==> config.mk <==
export PLATFORM = sky130hd
export DESIGN_NAME = ascon_perm_iter
export DESIGN_NICKNAME = d
export VERILOG_FILES = /design/src/rtl/ascon_perm_iter.sv
export SDC_FILE = /design/constraint.sdc
export NUM_CORES = 2
export LEC_CHECK = 0
export BUFFER_PORTS_ARGS = -buffer_cell sky130_fd_sc_hd__buf_4
export CORE_MARGIN = 1
export CORE_UTILIZATION = 45
export CTS_CLUSTER_SIZE = 28
export DETAILED_ROUTE_END_ITERATION = 8
export PLACE_DENSITY_LB_ADDON = 0.25
export SLEW_MARGIN = 20
export SYNTH_ARGS = -nofsm -noshare
export SYNTH_HDL_FRONTEND = slang
export SYNTH_SLANG_ARGS = --single-unit
==> constraint.sdc <==
create_clock -name clock_i -period 12.75 [get_ports clock_i]
set_clock_uncertainty 0.15 [all_clocks]
set_input_delay 0.6375 -clock clock_i [delete_from_list [all_inputs] [get_ports clock_i]]
set_output_delay 0.6375 -clock clock_i [all_outputs]
set_load 0.005 [all_outputs]
==> src/rtl/ascon_perm_iter.sv <==
// Iterative Ascon permutation: one full round (constant, S-box, linear layer)
// per clock on the 320-bit state, words x0..x4 held in state[0]..state[4].
module ascon_perm_iter #(
    parameter int ROUNDS_MAX = 12
) (
    input  logic              clock_i,
    input  logic              reset_i,
    input  logic              start_i,
    input  logic [3:0]        nb_rounds_i,
    input  logic [4:0][63:0]  state_i,
    output logic              busy_o,
    output logic              done_o,
    output logic [4:0][63:0]  state_o,
    output logic [1:0]        fsm_state_o
);

    // Handshake: start_i is accepted on a rising edge only while the FSM is
    // IDLE or DONE (busy_o low); done_o is a one-cycle strobe qualifying state_o.

    typedef logic [4:0][63:0] type_state;
    typedef enum logic [1:0] {IDLE = 2'd0, RUN = 2'd1, DONE = 2'd2} fsm_t;

    localparam logic [3:0] RMAX = 4'(ROUNDS_MAX);
    localparam logic [3:0] LAST = 4'(ROUNDS_MAX - 1);

    localparam logic [4:0] SBOX [32] = '{
        5'h04, 5'h0B, 5'h1F, 5'h14, 5'h1A, 5'h15, 5'h09, 5'h02,
        5'h1B, 5'h05, 5'h08, 5'h12, 5'h1D, 5'h03, 5'h06, 5'h1C,
        5'h1E, 5'h13, 5'h07, 5'h0E, 5'h00, 5'h0D, 5'h11, 5'h18,
        5'h10, 5'h0C, 5'h01, 5'h19, 5'h16, 5'h0A, 5'h0F, 5'h17
    };

    fsm_t      fsm_q, fsm_d;
    logic [3:0] r_q, r_d;
    type_state st_q, st_d;
    logic [3:0] n_eff, r_start, rc_hi;
    type_state rc_state, sb_state, round_out;

    function automatic logic [63:0] ror(input logic [63:0] v, input int unsigned k);
        logic [127:0] t;
        t = {v, v} >> k;
        return t[63:0];
    endfunction

    // Column j takes x0 as the MSB of the S-box index.
    function automatic type_state sbox_layer(input type_state x);
        type_state  y;
        logic [4:0] s;
        y = '0;
        for (int j = 0; j < 64; j++) begin
            s = SBOX[{x[0][j], x[1][j], x[2][j], x[3][j], x[4][j]}];
            y[0][j] = s[4];
            y[1][j] = s[3];
            y[2][j] = s[2];
            y[3][j] = s[1];
            y[4][j] = s[0];
        end
        return y;
    endfunction

    function automatic type_state linear_layer(input type_state x);
        type_state y;
        y[0] = x[0] ^ ror(x[0], 19) ^ ror(x[0], 28);
        y[1] = x[1] ^ ror(x[1], 61) ^ ror(x[1], 39);
        y[2] = x[2] ^ ror(x[2], 1)  ^ ror(x[2], 6);
        y[3] = x[3] ^ ror(x[3], 10) ^ ror(x[3], 17);
        y[4] = x[4] ^ ror(x[4], 7)  ^ ror(x[4], 41);
        return y;
    endfunction

    assign n_eff   = (nb_rounds_i == 4'd0 || nb_rounds_i > RMAX) ? RMAX : nb_rounds_i;
    assign r_start = RMAX - n_eff;
    assign rc_hi   = 4'hF - r_q;

    always_comb begin
        rc_state    = st_q;
        rc_state[2] = st_q[2] ^ {56'h0, rc_hi, r_q};
        sb_state    = sbox_layer(rc_state);
        round_out   = linear_layer(sb_state);
    end

    always_ff @(posedge clock_i or posedge reset_i) begin
        if (reset_i) begin
            fsm_q <= IDLE;
            r_q   <= 4'd0;
            st_q  <= '0;
        end else begin
            fsm_q <= fsm_d;
            r_q   <= r_d;
            st_q  <= st_d;
        end
    end

    always_comb begin
        fsm_d = fsm_q;
        r_d   = r_q;
        st_d  = st_q;
        case (fsm_q)
            IDLE, DONE: begin
                if (start_i) begin
                    r_d   = r_start;
                    st_d  = state_i;
                    fsm_d = RUN;
                end else begin
                    fsm_d = IDLE;
                end
            end
            RUN: begin
                st_d = round_out;
                // Counter saturates at the last index instead of wrapping.
                if (r_q == LAST) fsm_d = DONE;
                else             r_d   = r_q + 4'd1;
            end
            default: fsm_d = IDLE;
        endcase
    end

    assign busy_o      = (fsm_q == RUN);
    assign done_o      = (fsm_q == DONE);
    assign state_o     = st_q;
    assign fsm_state_o = fsm_q;

endmodule

==> metrics.txt <==
outcome=complete, but fails checks; violated checks=hold timing; worst skew pair latency=600 ps; total of max-cap violations=0; Yosys warning count=0; height of the die=277.5 microns; Hold WC Path Type=primary input to async pin; initial antenna violation count=4; Setup-failing EPs final=0; I/O pins=651; TritonCTS buffer count=between 40 and 50; Die Width=277.5 microns; HPWL after DPL=about 130 mm; Reg2Reg Depth=6; Site Rows=100; Syn Inst Count=4211; share of post-route cells with drive strength above 1=about 17%; register area=8158 sq um; fillers=about 7k; Avg WL per Cell=28.13 microns; sequential-to-total area share from yosys stat=between 20% and 30%; Tmin final=3550 ps; Slew @ Worst Pin=1318 ps; Post-synth ARST share=100.0%; placer congestion estimate=1.093; vias in the first global route=approximately 30k; ANT nets after route=0; Post-CTS Resized=0; RSZ-0062 raised after global routing=false; Max-slew headroom=9.622%; critical path type=flip-flop to flip-flop; Synth cell types=75; Post CTS Setup Buffer Count=0; Reg2Reg Setup Slack=9200 ps; Avg Inst Size Synth=~8.1 sq um; RR Startpoint=fsm_state_o[0]; fin crit share=27.84%; Initial Util=45.64%; first-pass GRT wire length=between 200 and 250 mm; final hold viol count=6; gr usage total=approximately 40%; number of vias per cell=5.871; Area Overhead vs Synth=20.08%; final hold slack=-60.49 ps; Synth area leader=dfrtp_1; Mapped Nets=between 4k and 5k; fin. max-slew vios=0; level count of the clock H-tree=2; 1st-pass router iterations=6; count leader, synth=nand2_1; DRT iter0 DRCs=3806; predominant post-synthesis flop cell=dfrtp_1; Hold-fix buffers, CTS=0; arrival time at the worst endpoint=3880 ps; Mapped Area=34150 sq um; Reg-to-Reg End=state_o[113]; die area=76990 sq um; nets=approximately 5.3k; crit end category=flip-flop; Synth top cells by count=nand2_1, xnor2_1, ha_1; worst-path maximum fanout=approximately 180; crit start category=flip-flop; largest net degree at the start of global routing=185; Crit path required time=13080 ps; CTS tree=done; Synth top area share=23.89%; Congestion Overflow GR=0; CTS clk-pin slew, worst paths=about 60 ps; multi-input logic area=between 20000 and 25000 sq um; Sink Count=around 330; setup TNS=0 ps; synthesized flop and latch total=326; Post-synth EDFFs=0; number of I/O port buffers=650; DRC Markers=0; Root Buffer=clkbuf_16; ANT cells=0; Synth area leaders=dfrtp_1, xnor2_1, ha_1; Max Fclk=281.7 MHz; CTS Buffer Depth=3; routed via count=approximately 33k; final WL=around 160 mm; core area=74820 sq um
## kinds of logic after synthesis
family,Yosys count,synth area share (%)
simple gates,1377,17.83
xor+xnor,886,23.22
compound gates,602,11.42
buf+inv,516,6.167
fa+ha+maj,350,12.82
flops,326,23.89
mux,154,4.642
## critical path, cell delays in order, from the launching register on
cell,delay (ps)
dfrtp_1,470
nor2b_4,160
buf_12,570
buf_4,770
buf_4,800
mux2i_1,160
a221oi_1,320
## area by class of cell
| type | instances | area share [%] |
|---|---|---|
| Timing Repair Buffer | 684 | 12.59 |
| Inverter | 245 | 2.261 |
| Tap cell | 969 | 2.957 |
| Multi-Input combinational cell | 3369 | 58.35 |
| Clock inverter | 21 | 0.9551 |
| Sequential cell | 326 | 19.90 |
| Clock buffer | 56 | 2.993 |
## registers in the layout, indices dropped and copies added (netlist names)
signal       flops
r_q              4
fsm_state_o      2
state_o        320
## cells in the final DEF, fill, tap and decap left out, types with 45 or more instances in the layout
cell type	Yosys	routed
a21oi_1	66	66
a31oi_1	264	263
buf_4	3	681
clkbuf_16	0	45
dfrtp_1	326	326
ha_1	350	350
inv_1	245	244
mux2i_1	147	146
nand2_1	655	655
nand2b_1	58	56
nor2_1	316	315
nor2b_1	65	64
nor3_1	80	80
o21ai_0	92	92
or3_1	79	79
xnor2_1	615	615
xor2_1	256	256
## through the flow
step	std cells	cell area (sq um)	hold WS [ps]	setup WS (ps)	utilization [%]
2_1_floorplan	4211	34150	380.1	2936	-
3_3_place_gp	5593	39370	419.3	8906	52.62
3_5_place_dp	5593	39380	432.1	8848	52.63
4_1_cts	5670	41000	25.47	9152	54.80
5_1_grt	5670	41000	25.80	8953	54.80
6_report	5670	41000	-60.49	9200	54.80
## worst max-delay path by stage
stage	start	endpoint	slack, ps
final	fsm_state_o[0]	state_o[113]	9200
after global routing	fsm_state_o[0]	state_o[113]	8950
after CTS	fsm_state_o[0]	state_o[113]	9150
after detailed placement	start_i	state_o[113]	8850
after global placement	start_i	state_o[113]	8910
after floorplan	reset_i	fsm_state_o[0]	2940
## per-layer routing
layer  up-vias  global-route usage (%)  part of all wire, %
li1      14760                       -                    -
met1     16260                   51.50                   39
met2      1898                   62.58                   44
met3       373                   7.841                  9.9
met4         4                   22.99                  6.7
met5         -                       0                0.017
Power is left out: the tool's default activity adds up to more than one toggle a clock period on the data nets, which glitch-free logic cannot reach.
